<file path="src/rtl/kmeans_centroid_div_if.sv">
// Handshake/result bundle between the K-means controller and one centroid divider lane.
// fsm_state mirrors the divider FSM for observation only.
interface kmeans_centroid_div_if #(
    parameter int WIDTH = 32,
    parameter int CNT_W = 16
);
    // clr/acc_valid/start are single-cycle qualifiers sampled on the rising clock edge;
    // results are valid from the cycle done is high and hold until the next done.
    logic             clr;
    logic             acc_valid;
    logic [WIDTH-1:0] acc_data;
    logic             start;
    logic             busy;
    logic             done;
    logic             div_zero;
    logic [WIDTH-1:0] quotient;
    logic [WIDTH-1:0] remainder;
    logic [WIDTH-1:0] sum;
    logic [CNT_W-1:0] count;
    logic [1:0]       fsm_state;

    modport master (
        output clr, acc_valid, acc_data, start,
        input  busy, done, div_zero, quotient, remainder, sum, count, fsm_state
    );

    modport slave (
        input  clr, acc_valid, acc_data, start,
        output busy, done, div_zero, quotient, remainder, sum, count, fsm_state
    );
endinterface

</file>
<file path="src/rtl/kmeans_centroid_div.sv">
// Centroid lane: accumulates coordinates into sum/count, then divides sum by count
// with a restoring shift-subtract divider producing one quotient bit per cycle.
module kmeans_centroid_div #(
    parameter int WIDTH = 32,
    parameter int CNT_W = 16
) (
    input logic                  clk,
    input logic                  rst,
    kmeans_centroid_div_if.slave bus
);
    localparam int IDX_W = $clog2(WIDTH + 1);

    typedef enum logic [1:0] {
        IDLE = 2'd0,
        DIV  = 2'd1,
        DONE = 2'd2
    } state_t;

    state_t           state;
    state_t           state_nxt;
    logic [IDX_W-1:0] idx;
    logic [WIDTH-1:0] dividend;
    logic [WIDTH-1:0] divisor;
    logic [WIDTH-1:0] part_rem;
    logic [WIDTH-1:0] quo_r;
    logic [WIDTH-1:0] rem_r;
    logic             dz_r;
    logic [WIDTH-1:0] sum_r;
    logic [CNT_W-1:0] count_r;

    logic             acc_en;
    logic             last_bit;
    logic [WIDTH:0]   trial;
    logic [WIDTH:0]   diff;
    logic             fits;
    logic [WIDTH-1:0] rem_next;

    assign acc_en   = (state == IDLE) && !bus.start && bus.acc_valid;
    assign last_bit = (idx == IDX_W'(WIDTH - 1));

    // Trial subtract is one bit wider so the shifted remainder can never overflow.
    always_comb begin
        trial    = {part_rem, dividend[WIDTH-1]};
        diff     = trial - {1'b0, divisor};
        fits     = (trial >= {1'b0, divisor});
        rem_next = fits ? diff[WIDTH-1:0] : trial[WIDTH-1:0];
    end

    always_ff @(posedge clk or posedge rst) begin
        if (rst) state <= IDLE;
        else     state <= state_nxt;
    end

    always_comb begin
        state_nxt = state;
        unique case (state)
            IDLE: if (bus.start) state_nxt = (count_r != '0) ? DIV : DONE;
            DIV:  if (last_bit)  state_nxt = DONE;
            DONE: state_nxt = IDLE;
            default: state_nxt = IDLE;
        endcase
    end

    always_comb begin
        bus.busy      = (state != IDLE);
        bus.done      = (state == DONE);
        bus.fsm_state = state;
    end

    always_ff @(posedge clk or posedge rst) begin
        if (rst) begin
            sum_r    <= '0;
            count_r  <= '0;
            dividend <= '0;
            divisor  <= '0;
            part_rem <= '0;
            idx      <= '0;
            quo_r    <= '0;
            rem_r    <= '0;
            dz_r     <= 1'b0;
        end else begin
            // clr works in every state; a running division uses its own latched operands.
            if (bus.clr) begin
                sum_r   <= acc_en ? bus.acc_data : '0;
                count_r <= acc_en ? CNT_W'(1) : '0;
            end else if (acc_en) begin
                sum_r <= sum_r + bus.acc_data;
                if (count_r != '1) count_r <= count_r + 1'b1;
            end

            unique case (state)
                IDLE: begin
                    if (bus.start) begin
                        if (count_r != '0) begin
                            dividend <= sum_r;
                            divisor  <= WIDTH'(count_r);
                            part_rem <= '0;
                            idx      <= '0;
                        end else begin
                            quo_r <= '1;
                            rem_r <= sum_r;
                            dz_r  <= 1'b1;
                        end
                    end
                end
                DIV: begin
                    // Quotient bits shift in behind the consumed dividend bits.
                    part_rem <= rem_next;
                    dividend <= {dividend[WIDTH-2:0], fits};
                    idx      <= idx + 1'b1;
                    if (last_bit) begin
                        quo_r <= {dividend[WIDTH-2:0], fits};
                        rem_r <= rem_next;
                        dz_r  <= 1'b0;
                    end
                end
                default: ;
            endcase
        end
    end

    assign bus.quotient  = quo_r;
    assign bus.remainder = rem_r;
    assign bus.div_zero  = dz_r;
    assign bus.sum       = sum_r;
    assign bus.count     = count_r;
endmodule
</file>
<file path="src/flat_wrapper.sv">
// flat-port wrapper written by rule: the top's interface ports become plain ports
module kmeans_centroid_div_flat 
#(
    parameter int WIDTH = 32,
    parameter int CNT_W = 16
)
  (clk, rst, bus_clr, bus_acc_valid, bus_acc_data, bus_start, bus_busy, bus_done, bus_div_zero, bus_quotient, bus_remainder, bus_sum, bus_count, bus_fsm_state);
  kmeans_centroid_div_if #(.WIDTH(WIDTH), .CNT_W(CNT_W)) bus_i ();
  input logic clk;
  input logic rst;
  input wire logic [$bits(bus_i.clr)-1:0] bus_clr;
  input wire logic [$bits(bus_i.acc_valid)-1:0] bus_acc_valid;
  input wire logic [$bits(bus_i.acc_data)-1:0] bus_acc_data;
  input wire logic [$bits(bus_i.start)-1:0] bus_start;
  output wire logic [$bits(bus_i.busy)-1:0] bus_busy;
  output wire logic [$bits(bus_i.done)-1:0] bus_done;
  output wire logic [$bits(bus_i.div_zero)-1:0] bus_div_zero;
  output wire logic [$bits(bus_i.quotient)-1:0] bus_quotient;
  output wire logic [$bits(bus_i.remainder)-1:0] bus_remainder;
  output wire logic [$bits(bus_i.sum)-1:0] bus_sum;
  output wire logic [$bits(bus_i.count)-1:0] bus_count;
  output wire logic [$bits(bus_i.fsm_state)-1:0] bus_fsm_state;
  assign bus_i.clr = bus_clr;
  assign bus_i.acc_valid = bus_acc_valid;
  assign bus_i.acc_data = bus_acc_data;
  assign bus_i.start = bus_start;
  assign bus_busy = bus_i.busy;
  assign bus_done = bus_i.done;
  assign bus_div_zero = bus_i.div_zero;
  assign bus_quotient = bus_i.quotient;
  assign bus_remainder = bus_i.remainder;
  assign bus_sum = bus_i.sum;
  assign bus_count = bus_i.count;
  assign bus_fsm_state = bus_i.fsm_state;
  kmeans_centroid_div #(.WIDTH(WIDTH), .CNT_W(CNT_W)) u_core (.clk(clk), .rst(rst), .bus(bus_i));
endmodule
</file>
<file path="config.mk">
export PLATFORM = sky130hd
export DESIGN_NAME = kmeans_centroid_div_flat
export DESIGN_NICKNAME = d
export VERILOG_FILES = /design/src/rtl/kmeans_centroid_div_if.sv /design/src/rtl/kmeans_centroid_div.sv /design/src/flat_wrapper.sv
export SDC_FILE = /design/constraint.sdc
export NUM_CORES = 1
export LEC_CHECK = 0
export BUFFER_PORTS_ARGS = -buffer_cell sky130_fd_sc_hd__clkbuf_2
export CAP_MARGIN = 20
export CORE_UTILIZATION = 54
export CTS_BUF_LIST = sky130_fd_sc_hd__clkbuf_8
export CTS_CLUSTER_DIAMETER = 40
export DETAILED_ROUTE_END_ITERATION = 8
export HOLD_SLACK_MARGIN = 0.06
export PLACE_DENSITY = 0.78
export RECOVER_POWER = 100
export SYNTH_ARGS = -nofsm -noshare
export SYNTH_HDL_FRONTEND = slang
export SYNTH_SLANG_ARGS = --single-unit
</file>
<file path="constraint.sdc">
create_clock -name clk -period 6.93 [get_ports clk]
set_input_delay 1.386 -clock clk [delete_from_list [all_inputs] [get_ports clk]]
set_output_delay 1.386 -clock clk [all_outputs]
set_load 0.02 [all_outputs]
</file>
==> flow_metrics.env, run 1 <==
export IMPL_final_min_period_over_clock_period_pct=70.58
export IMPL_worst_setup_path_end_kind="flop"
export IMPL_crit_arrival_ns=5.32
export IMPL_violations="design-rule violations, max-capacitance violations, max-slew violations"
export IMPL_rsz_0062_raised_after_global_routing="no"
export IMPL_min_path_type="reg2reg"
export IMPL_vias=10465
export IMPL_path_max_fanout=46
export IMPL_dieHeight_um=148.1
export IMPL_yosysUniqueCellTypes=64
export IMPL_synthArstFlopShare_pct=100.0
export IMPL_route_antenna_remaining_nets=0
export IMPL_cts_repair_resized=0
export IMPL_crit_reg2reg_launch="u_core.part_rem[0]$_DFFE_PP0P_"
export IMPL_max_clock_path_buffers=3
export IMPL_fillCellCount=1914
export IMPL_clock_latency_ns=0.55
export IMPL_ctsHoldBuffers=0
export IMPL_total_congestion_overflow=0
export IMPL_rr_endpoint="u_core.bus.remainder[8]$_DFFE_PP0P_"
export IMPL_boundaryPins=154
export IMPL_final_hold_worst_slack_ns=0.4678
export IMPL_tritoncts_num_sinks=201
export IMPL_rrSetupSlack_ns=2.21
export IMPL_leakagePower_nw=6.045
export IMPL_worst_setup_slack_before_clock_tree_synthesis_ns=2.629
export IMPL_synth_edff_count=0
export IMPL_ys_seq_area_share_pct=43.66
export IMPL_syn_avg_cell_area_um2=8.682
export IMPL_fin_tns_setup_ns=0
export IMPL_fp_dieArea_um2=21920
export IMPL_cts_htree_levels=2
export IMPL_clk_pin_slew_worst_paths_ns=0.06
export IMPL_finalClockSkew_ns=0.02241
export IMPL_min_to="u_core.bus.quotient[26]$_DFFE_PP0P_"
export IMPL_detailedRoute_firstIterationViolations=797
export IMPL_syn_to_final_growth_pct=12.27
export IMPL_max_vdd_ir_drop_v=0.0002024
export IMPL_routabilityCongestion=0.9250
export IMPL_clock_root_cell="clkbuf_8"
export IMPL_detail_route_drc_violations=2
export IMPL_cts_buffers_inserted=37
export IMPL_final_cell_mix="nand2_1, dfrtp_1, o21ai_0"
export IMPL_placed_cells=1683
export IMPL_max_cap_violations=4
export IMPL_finalWorstPathRequiredPeriod_ns=4.891
export IMPL_min_from="u_core.bus.quotient[26]$_DFFE_PP0P_"
export IMPL_worst_slew_pin_transition_ns=3.703
export IMPL_grt_antenna_before_repair=0
export IMPL_final_hold_violation_count=0
export IMPL_post_synth_inst_count=1327
export IMPL_postCtsSetupRepairBufs=0
export IMPL_reg2regPathDepth=11
export IMPL_final_cells=1749
export IMPL_tritoncts_clock_tree="built"
export IMPL_holdPathStages=2
export IMPL_slew_violations=199
export IMPL_maxClockFrequency_mhz=204.4
export IMPL_ys_warn_count=0
export IMPL_insertedDiodeCount=0
export IMPL_drtPass1Iterations=7
export IMPL_start_util_pct=54.98
export IMPL_fin_util_pct=61.73
export IMPL_worst_slew_margin_rel_pct=-148.2
export IMPL_layout_cells_most_common="nand2_1"
export IMPL_required_time_at_the_worst_slack_endpoint_ns=7.36
export IMPL_grt_total_usage_pct=29.53
export IMPL_first_global_vias=9724
export IMPL_wl_per_cell_um=18.31
export IMPL_synth_flop_cell="dfrtp_1"
export IMPL_grt_start_max_net_pins=103
export IMPL_timing_worst_setup_path_type="in2reg"
export IMPL_final_layout_size_suffix_gt1_share_pct=7.327
export IMPL_mappedNetlistNets=1416
export IMPL_post_synth_instance_area_um2=11520
export IMPL_hpwlAfterDp_mm=22.53
export IMPL_timing_final_ws_setup_ns=2.039
export IMPL_report_final_setup_viol=0
export IMPL_critPathLaunchType="primary input"
export IMPL_pwr_density_cell_nw_per_um2=480.3
export IMPL_core_area_um2=20960
export IMPL_wl_mm=32.02
export IMPL_grt_pass1_wl_mm=50.96
export IMPL_buffer_ports_inserted=153
export IMPL_fp_row_count=53
export IMPL_nets_finish=1536
export IMPL_vias_per_cell=5.983
export IMPL_status="finished, violations left"
export IMPL_yosys_register_bits=201
export IMPL_die_x_um=148.1
-- sequential cells by signal, summed over array words and instances, names as in the netlist --
signal	flops
u_core.bus.remainder	32
u_core.bus.count	16
u_core.bus.quotient	32
u_core.part_rem	32
u_core.bus.fsm_state	2
u_core.bus.sum	32
u_core.bus.div_zero	1
u_core.divisor	16
u_core.idx	6
u_core.dividend	32
-- logic make-up (layout without fill, tap and decap cells) --
kind of cell | count (synthesis) | in the layout | synth area share [%]
buffers and inverters | 122 | 269 | 4.235
muxes | 36 | 36 | 3.128
AOI/OAI and AO/OA | 413 | 413 | 20.86
adders and majority gates | 52 | 52 | 5.778
and+or+nand+nor | 446 | 446 | 18.01
xor gates and xnor gates | 57 | 57 | 4.333
DFF | 201 | 201 | 43.66
-- stage by stage --
stage / total power, mW / area [µm²]
4_1_cts: 6.296 / 13150
5_1_grt: 6.668 / 12930
3_5_place_dp: 5.147 / 12400
3_3_place_gp: 5.054 / 12400
2_1_floorplan: 4.271 / 11520
6_report: 6.212 / 12930
-- how the worst max path moves through the flow --
stage / from / endpoint
after CTS: bus_clr / u_core.bus.count[13]$_DFFE_PP0P_
after global routing: bus_clr / u_core.bus.count[15]$_DFFE_PP0P_
final: bus_clr / u_core.bus.count[13]$_DFFE_PP0P_
after global placement: bus_acc_data[1] / u_core.bus.sum[31]$_DFFE_PP0P_
after floorplan: rst / u_core.bus.count[0]$_DFFE_PP0P_
after detailed placement: bus_clr / u_core.bus.count[13]$_DFFE_PP0P_
-- synthesized netlist by cell type (2+ instances only) --
| library cell | number | area share (%) |
|---|---|---|
| nand2_1 | 218 | 7.1 |
| o21ai_0 | 151 | 6.6 |
| a31o_2 | 2 | 0.15 |
| a221o_1 | 2 | 0.17 |
| nor3b_1 | 4 | 0.26 |
| buf_1 | 2 | 0.065 |
| o211ai_1 | 5 | 0.33 |
| o21ai_1 | 7 | 0.30 |
| and2_1 | 4 | 0.22 |
| nand2b_1 | 5 | 0.27 |
| nor2b_1 | 10 | 0.54 |
| nor3_1 | 22 | 0.96 |
| o311a_1 | 2 | 0.17 |
| nor4_1 | 11 | 0.60 |
| or3_1 | 15 | 0.81 |
| or2_2 | 4 | 0.22 |
| dfrtp_1 | 201 | 44 |
| a21oi_1 | 124 | 5.4 |
| ha_1 | 50 | 5.4 |
| o22ai_1 | 3 | 0.16 |
| a211o_1 | 3 | 0.23 |
| o31a_1 | 3 | 0.23 |
| and4_1 | 3 | 0.23 |
| or4_1 | 4 | 0.26 |
| a21o_1 | 41 | 2.7 |
| buf_6 | 4 | 0.39 |
| a22o_1 | 2 | 0.15 |
| nand3_1 | 24 | 1.0 |
| nor2_1 | 71 | 2.3 |
| a221oi_1 | 2 | 0.15 |
| xor2_1 | 23 | 1.7 |
| a31oi_1 | 24 | 1.3 |
| xnor2_1 | 34 | 2.6 |
| nand4_1 | 15 | 0.81 |
| fa_1 | 2 | 0.35 |
| inv_1 | 39 | 1.3 |
| o21bai_1 | 6 | 0.39 |
| clkbuf_1 | 76 | 2.5 |
| o31ai_1 | 8 | 0.52 |
| o21a_1 | 7 | 0.46 |
| mux2i_1 | 36 | 3.1 |
| a211oi_1 | 11 | 0.72 |
| and3_1 | 26 | 1.4 |
-- critical path: stages --
cell,delay (ns)
clkbuf_1,1.30
inv_2,0.80
nand2_1,0.22
or4_1,0.15
o21ai_0,0.16
nor4_1,0.56
nand2b_1,0.23
or3_1,0.35
a21oi_1,0.16
-- metal layers --
| layer | part of all wire [%] | vias to the layer above | global-route usage, % |
|---|---|---|---|
| met5 | 0.34 | - | 3.636 |
| met4 | 3.4 | 2 | 11.70 |
| met3 | 7.8 | 68 | 4.724 |
| met2 | 45 | 427 | 45.87 |
| met1 | 43 | 5016 | 41.10 |
| li1 | - | 4952 | - |
-- power by group --
| group | switching [mW] | total (mW) | internal [mW] |
|---|---|---|---|
| registers | 0.403 | 2.02 | 1.61 |
| logic | 1.99 | 3.07 | 1.08 |
| clock network | 0.520 | 1.13 | 0.612 |
-- final cells by class --
cell class	instances	area [µm²]	area share [%]
multi-input combinational	1004	5988	46.30
sequential	201	5030	38.89
timing repair buffer	163	679.4	5.252
clock buffer	43	591.8	4.575
tap	275	344.1	2.660
inverter	40	151.4	1.170
clock inverter	23	150.1	1.161
(Power assumes the default switching activity.)
==> run 2, diff against run 1 <==
--- a/config.mk
+++ b/config.mk
@@ -5,14 +5,15 @@
 export SDC_FILE = /design/constraint.sdc
 export NUM_CORES = 1
 export LEC_CHECK = 0
+export ABC_AREA = 1
 export BUFFER_PORTS_ARGS = -buffer_cell sky130_fd_sc_hd__clkbuf_2
 export CAP_MARGIN = 20
-export CORE_UTILIZATION = 54
+export CORE_UTILIZATION = 60
 export CTS_BUF_LIST = sky130_fd_sc_hd__clkbuf_8
 export CTS_CLUSTER_DIAMETER = 40
 export DETAILED_ROUTE_END_ITERATION = 8
 export HOLD_SLACK_MARGIN = 0.06
-export PLACE_DENSITY = 0.78
+export PLACE_DENSITY = 0.82
 export RECOVER_POWER = 100
 export SYNTH_ARGS = -nofsm -noshare
 export SYNTH_HDL_FRONTEND = slang
==> constraint.sdc (replaced) <==
create_clock -name clk -period 4.69 [get_ports clk]
set_input_delay 0.938 -clock clk [delete_from_list [all_inputs] [get_ports clk]]
set_output_delay 0.938 -clock clk [all_outputs]
set_load 0.02 [all_outputs]
==> run 2 against run 1 <==
The run ends with max-capacitance violations, max-slew violations left. Count of clock-buffer cells in the layout up 3. Core utilization up 6.7 points. Total power up 69%. Design area up 12%. Sequential cell count unchanged.
==> flow_metrics.env, run 2 <==
export IMPL_core_area_um2=21150
export IMPL_buffer_ports_inserted=153
export IMPL_worst_setup_path_end_kind="flop"
export IMPL_min_path_type="reg2reg"
export IMPL_ys_warn_count=0
export IMPL_postCtsSetupRepairBufs=0
export IMPL_mappedNetlistNets=1928
export IMPL_crit_arrival_ns=4.15
export IMPL_clock_latency_ns=0.54
export IMPL_die_x_um=149.4
export IMPL_synth_mux_area_share_pct=0
export IMPL_grt_antenna_before_repair=1
export IMPL_required_time_at_the_worst_slack_endpoint_ns=5.11
export IMPL_fillCellCount=1982
export IMPL_fp_dieArea_um2=22310
export IMPL_reg2regPathDepth=12
export IMPL_synth_edff_count=0
export IMPL_finalClockSkew_ns=0.01882
export IMPL_total_internal_power_mw=5.024
export IMPL_vias=13016
export IMPL_synth_flop_cell="dfrtp_1"
export IMPL_path_max_fanout=34
export IMPL_synthDominantCellAreaShare_pct=38.60
export IMPL_holdPathStages=2
export IMPL_start_util_pct=61.60
export IMPL_cts_repair_resized=0
export IMPL_netSwitchingFraction_pct=52.01
export IMPL_fin_tns_setup_ns=0
export IMPL_cts_htree_levels=2
export IMPL_grt_pass1_wl_mm=62.22
export IMPL_syn_to_final_growth_pct=11.06
export IMPL_power_sequential_fraction_pct=26.1
export IMPL_maxClockFrequency_mhz=268.3
export IMPL_post_synth_instance_area_um2=13030
export IMPL_timing_worst_setup_path_type="reg2reg"
export IMPL_min_to="u_core.dividend[0]$_DFFE_PP0P_"
export IMPL_area_fraction_in_and_or_nand_and_nor_cells_after_synthesis_pct=32.14
export IMPL_synthXorXnorAreaFrac_pct=1.949
export IMPL_clk_pin_slew_worst_paths_ns=0.06
export IMPL_min_from="u_core.dividend[0]$_DFFE_PP0P_"
export IMPL_violations="max-capacitance violations, max-slew violations"
export IMPL_max_clock_path_buffers=3
export IMPL_detailedRoute_firstIterationViolations=1151
export IMPL_rr_endpoint="u_core.bus.remainder[13]$_DFFE_PP0P_"
export IMPL_clock_root_cell="clkbuf_8"
export IMPL_cp_slowest_stage_delay_ns=0.93
export IMPL_crit_reg2reg_launch="u_core.divisor[14]$_DFFE_PP0P_"
export IMPL_total_switching_power_mw=5.445
export IMPL_worst_slew_margin_rel_pct=-2.198
export IMPL_max_vdd_ir_drop_v=0.0002992
export IMPL_post_synth_top_count_cell="nand2_1"
export IMPL_post_synth_fa_ha_maj_area_fraction_pct=5.109
export IMPL_pwr_density_cell_nw_per_um2=723.4
export IMPL_power_frac_comb_pct=56.8
export IMPL_route_antenna_remaining_nets=0
export IMPL_multi_input_comb_area_um2=6685
export IMPL_tritoncts_num_sinks=201
export IMPL_boundaryPins=154
export IMPL_final_hold_worst_slack_ns=0.5010
export IMPL_nets_finish=2071
export IMPL_grt_start_max_net_pins=120
export IMPL_max_cap_violations=1
export IMPL_worst_slew_pin_transition_ns=1.525
export IMPL_syn_avg_cell_area_um2=7.085
export IMPL_first_global_vias=11930
export IMPL_fin_util_pct=68.41
export IMPL_layout_cells_most_common="nand2_1"
export IMPL_area_sequential_um2=5030
export IMPL_status="finished, violations left"
export IMPL_synth_top_family_by_area="simple AND/OR/NAND/NOR gates"
export IMPL_wl_mm=39.49
export IMPL_yosys_register_bits=201
export IMPL_tritoncts_clock_tree="built"
export IMPL_rrSetupSlack_ns=0.96
export IMPL_finalWorstPathRequiredPeriod_ns=3.728
export IMPL_drtPass1Iterations=6
export IMPL_report_final_setup_viol=0
export IMPL_yosysUniqueCellTypes=58
export IMPL_finish_instance_area_um2=14470
export IMPL_routabilityCongestion=0.9779
export IMPL_ctsHoldBuffers=0
export IMPL_final_cells=2287
export IMPL_final_layout_size_suffix_gt1_share_pct=8.901
export IMPL_critPathLaunchType="flop"
export IMPL_final_hold_violation_count=0
export IMPL_synth_cells_most_frequent="nand2_1, nor2_1, inv_1, dfrtp_1, o21ai_0"
export IMPL_grt_total_usage_pct=35.84
export IMPL_placed_cell_area_um2=13920
export IMPL_slew_violations=33
export IMPL_critical_path_top_cell_by_count="nand2_1"
export IMPL_final_cell_mix="nand2_1, nor2_1, inv_1"
export IMPL_clock_power_share_pct=17.1
export IMPL_leakagePower_nw=7.162
export IMPL_detail_route_drc_violations=0
export IMPL_synthArstFlopShare_pct=100.0
export IMPL_hpwlAfterDp_mm=28.94
export IMPL_synthDominantAreaCellType="dfrtp_1"
export IMPL_ys_seq_area_share_pct=38.60
export IMPL_vias_per_cell=5.691
export IMPL_cts_buffers_inserted=40
export IMPL_placed_cells=2215
export IMPL_worstPathCellList="inv_1 > ha_1 > a21oi_2 > o21ai_0 > clkinv_1 > nand2_1 > a21oi_4 > nand2_1 > nand3_1 > nand3_1 > nand2_1 > inv_1"
export IMPL_dieHeight_um=149.4
export IMPL_total_congestion_overflow=0
export IMPL_synth_compound_area_share_pct=12.76
export IMPL_worst_path_max_delay_cell="nand2_1"
export IMPL_final_min_period_over_clock_period_pct=79.48
export IMPL_rsz_0062_raised_after_global_routing="no"
export IMPL_post_synth_inst_count=1839
export IMPL_synth_area_leaders="dfrtp_1, nand2_1, nor2_1, inv_1, o21ai_0"
export IMPL_wl_per_cell_um=17.27
export IMPL_fp_row_count=53
-- run 2: cell types whose count changed in the layout (fill, tap and decap cells not counted), sizes merged, moves of 12 or more --
cell	change
nand4	+19
a21oi	-33
a21o	-39
nor2	+165
nand2	+260
and3	-25
or3	-16
mux2i	-36
or2	+16
inv	+191
clkinv	+12
xnor2	-30
nand3	+116
-- run 2: critical path: cells and delay by family (launching register included) --
kind            cells  cell delay (ns)
simple gates        5             1.77
flops               1             0.36
fa+ha+maj           1             0.32
compound gates      3             0.87
buf+inv             3             0.26
-- run 2: cell families after synthesis --
| logic type | Yosys count |
|---|---|
| buf+inv | 302 |
| flops | 201 |
| compound gates | 306 |
| xor+xnor | 29 |
| simple gates | 949 |
| fa+ha+maj | 52 |
-- run 2: through the flow --
| step | setup slack, ns | power [mW] |
|---|---|---|
| 6_report | 0.9623 | 10.47 |
| 5_1_grt | 0.7946 | 11.26 |
| 4_1_cts | 1.676 | 10.60 |
| 3_5_place_dp | 1.425 | 8.760 |
| 3_3_place_gp | 1.511 | 8.618 |
| 2_1_floorplan | 1.150 | 7.202 |
-- run 2: cell type report --
class,count,share of cell area (%)
flip-flops and latches,201,34.76
diodes,1,0.01729
clock inverters,25,1.159
repair buffers,164,4.902
well taps,275,2.378
inverters,239,6.216
clock buffers,46,4.375
multi-input cells,1336,46.20
-- run 2: routing by layer --
layer	routed length (µm)	vias up	GRT usage, %
li1	-	6252	-
met1	17120	6067	51.22
met2	17840	603	55.16
met3	3285	94	5.443
met4	1251	0	12.70
met5	0	-	0
-- run 2: power by group through the flow --
stage	Combinational, mW	Clock, mW	Sequential [mW]
global placement	5.89	0	2.73
global route	6.59	1.90	2.78
CTS	6.06	1.81	2.72
floorplan	4.19	0	3.01
finish	5.94	1.80	2.73
detailed placement	6.02	0	2.74
-- run 2: worst max path at each step --
| stage | from | endpoint | cells after the start | slack, ns |
|---|---|---|---|---|
| after floorplan | rst | u_core.bus.count[0]$_DFFE_PP0P_ | 1 | 1.15 |
| after global placement | bus_clr | u_core.bus.sum[22]$_DFFE_PP0P_ | 7 | 1.51 |
| after detailed placement | bus_clr | u_core.bus.sum[27]$_DFFE_PP0P_ | 7 | 1.42 |
| after CTS | u_core.bus.count[9]$_DFFE_PP0P_ | u_core.bus.remainder[21]$_DFFE_PP0P_ | 10 | 1.68 |
| after global routing | u_core.part_rem[13]$_DFFE_PP0P_ | u_core.bus.remainder[13]$_DFFE_PP0P_ | 11 | 0.79 |
| final | u_core.divisor[14]$_DFFE_PP0P_ | u_core.bus.remainder[13]$_DFFE_PP0P_ | 12 | 0.96 |
==> run 3, diff against run 2 <==
--- a/config.mk
+++ b/config.mk
@@ -8,12 +8,12 @@
 export ABC_AREA = 1
 export BUFFER_PORTS_ARGS = -buffer_cell sky130_fd_sc_hd__clkbuf_2
 export CAP_MARGIN = 20
-export CORE_UTILIZATION = 60
+export CORE_UTILIZATION = 55
 export CTS_BUF_LIST = sky130_fd_sc_hd__clkbuf_8
 export CTS_CLUSTER_DIAMETER = 40
 export DETAILED_ROUTE_END_ITERATION = 8
 export HOLD_SLACK_MARGIN = 0.06
-export PLACE_DENSITY = 0.82
+export PLACE_DENSITY = 0.79
 export RECOVER_POWER = 100
 export SYNTH_ARGS = -nofsm -noshare
 export SYNTH_HDL_FRONTEND = slang
==> constraint.sdc (replaced) <==
create_clock -name clk -period 3.19 [get_ports clk]
set_input_delay 0.638 -clock clk [delete_from_list [all_inputs] [get_ports clk]]
set_output_delay 0.638 -clock clk [all_outputs]
set_load 0.02 [all_outputs]
==> run 3 against run 2 <==
The run still ends with max-capacitance violations, max-slew violations left. Maximum frequency grew 34%. Combinational power increased by 51%. Sequential cell count is the same. Critical path depth decreased by 1. Total power is 50% higher. Clock skew up 0.0095 ns. Non-clock buffer count increased by 13. Routed wire length is 2.3% higher. First-iteration DRC count shrank 7.4%. Count of clock-buffer cells in the layout increased by 3. Largest cell class unchanged. Highest routed layer unchanged.
==> flow_metrics.env, run 3 (synthesized netlist as in run 2, its figures left out) <==
export IMPL_report_final_setup_viol=0
export IMPL_required_time_at_the_worst_slack_endpoint_ns=3.63
export IMPL_cts_buffers_inserted=40
export IMPL_reg2regPathDepth=11
export IMPL_area_sequential_um2=5030
export IMPL_finish_instance_area_um2=14700
export IMPL_crit_reg2reg_launch="u_core.bus.count[8]$_DFFE_PP0P_"
export IMPL_start_util_pct=56.86
export IMPL_routabilityCongestion=0.9803
export IMPL_max_clock_path_buffers=3
export IMPL_wl_per_cell_um=17.26
export IMPL_cts_htree_levels=2
export IMPL_ctsHoldBuffers=0
export IMPL_fp_dieArea_um2=24310
export IMPL_postCtsSetupRepairBufs=0
export IMPL_cts_repair_resized=0
export IMPL_multi_input_comb_area_um2=6756
export IMPL_final_min_period_over_clock_period_pct=87.36
export IMPL_boundaryPins=154
export IMPL_final_cell_mix="nand2_1, nor2_1, inv_1"
export IMPL_core_area_um2=22920
export IMPL_detail_route_drc_violations=0
export IMPL_total_congestion_overflow=0
export IMPL_grt_total_usage_pct=34.04
export IMPL_nets_finish=2084
export IMPL_final_hold_violation_count=0
export IMPL_grt_antenna_before_repair=0
export IMPL_report_power_total_mw=15.68
export IMPL_worst_setup_slack_before_clock_tree_synthesis_ns=0.4253
export IMPL_buffer_ports_inserted=153
export IMPL_route_antenna_remaining_nets=0
export IMPL_maxClockFrequency_mhz=358.8
export IMPL_wl_mm=40.38
export IMPL_slew_violations=142
export IMPL_crit_arrival_ns=3.22
export IMPL_detailedRoute_firstIterationViolations=1066
export IMPL_first_global_vias=12613
export IMPL_tritoncts_num_sinks=201
export IMPL_critPathLaunchType="flop"
export IMPL_tritoncts_clock_tree="built"
export IMPL_clk_pin_slew_worst_paths_ns=0.06
export IMPL_grt_start_max_net_pins=77
export IMPL_clock_root_cell="clkbuf_8"
export IMPL_fin_tns_setup_ns=0
export IMPL_drtPass1Iterations=5
export IMPL_violations="max-capacitance violations, max-slew violations"
export IMPL_dieHeight_um=155.9
export IMPL_timing_worst_setup_path_type="reg2reg"
export IMPL_worst_setup_path_end_kind="flop"
export IMPL_grt_pass1_wl_mm=64.88
export IMPL_timing_final_ws_setup_ns=0.4032
export IMPL_pwr_density_cell_nw_per_um2=1067
export IMPL_vias=13023
export IMPL_insertedDiodeCount=0
export IMPL_fp_row_count=55
export IMPL_worst_slew_pin_transition_ns=1.922
export IMPL_placed_cell_area_um2=14070
export IMPL_hpwlAfterDp_mm=30.29
export IMPL_rsz_0062_raised_after_global_routing="no"
export IMPL_die_x_um=155.9
export IMPL_vias_per_cell=5.565
export IMPL_max_cap_violations=3
export IMPL_final_layout_size_suffix_gt1_share_pct=10.21
export IMPL_leakagePower_nw=7.263
export IMPL_finalWorstPathRequiredPeriod_ns=2.787
export IMPL_status="finished, violations left"
export IMPL_fillCellCount=2215
export IMPL_rr_endpoint="u_core.bus.remainder[12]$_DFFE_PP0P_"
export IMPL_finalClockSkew_ns=0.02835
export IMPL_worst_slew_margin_rel_pct=-28.14
export IMPL_max_vdd_ir_drop_v=0.0005330
export IMPL_layout_cells_most_common="nand2_1"
export IMPL_syn_to_final_growth_pct=12.83
export IMPL_path_max_fanout=35
export IMPL_rrSetupSlack_ns=0.40
export IMPL_fin_util_pct=64.16
export IMPL_clock_latency_ns=0.56
export IMPL_min_path_type="in2async"
==> run 3: area by class of cell <==
class | count | share of cell area (%)
multi-input cells | 1336 | 45.96
repair buffers | 177 | 5.328
clock buffers | 49 | 4.587
clock inverters | 25 | 1.132
well taps | 313 | 2.664
inverters | 239 | 6.119
flip-flops and latches | 201 | 34.21
==> run 3: critical path, stage by stage (launching register included) <==
cell and delay, ns:
dfrtp_1 0.49, inv_1 0.15, nand2_1 0.06, nor4_1 0.58, nand2_1 0.11, nand2_1 0.16, nand2_4 0.06, clkbuf_2 0.44
a21oi_1 0.32, nand3_1 0.17, nand2_1 0.09, inv_1 0.04
==> run 3: per-stage QoR <==
step / hold WS (ns) / instances
2_1_floorplan: 0.4510 / 1839
3_3_place_gp: 0.4736 / 2265
3_5_place_dp: 0.4919 / 2265
4_1_cts: 0.07348 / 2339
5_1_grt: 0.1960 / 2340
6_report: 0.1591 / 2340
==> run 3: worst max path at each step <==
stage,startpoint,end,depth (start not counted),slack (ns)
after floorplan,rst,u_core.bus.count[0]$_DFFE_PP0P_,1,-0.05
after global placement,bus_acc_data[0],u_core.bus.sum[30]$_DFFE_PP0P_,16,0.49
after detailed placement,bus_acc_data[0],u_core.bus.sum[18]$_DFFE_PP0P_,16,0.43
after CTS,u_core.bus.fsm_state[0]$_DFFE_PP0P_,u_core.bus.count[10]$_DFFE_PP0P_,10,0.63
after global routing,u_core.bus.count[8]$_DFFE_PP0P_,u_core.bus.remainder[6]$_DFFE_PP0P_,11,0.20
final,u_core.bus.count[8]$_DFFE_PP0P_,u_core.bus.remainder[12]$_DFFE_PP0P_,11,0.40
==> run 3: routing by layer <==
metal | part of all wire (%) | vias to the layer above | wire (µm) | track usage [%]
met2 | 46 | 536 | 18380 | 54.32
met1 | 43 | 6110 | 17520 | 46.46
met3 | 7.9 | 100 | 3192 | 5.556
li1 | - | 6277 | - | -
met5 | 0 | - | 0 | 0
met4 | 3.2 | 0 | 1287 | 12.98
==> run 3: where the power goes <==
part | internal, mW | switching [mW]
Sequential | 3.38 | 0.622
Combinational | 2.68 | 6.28
Clock | 1.50 | 1.22
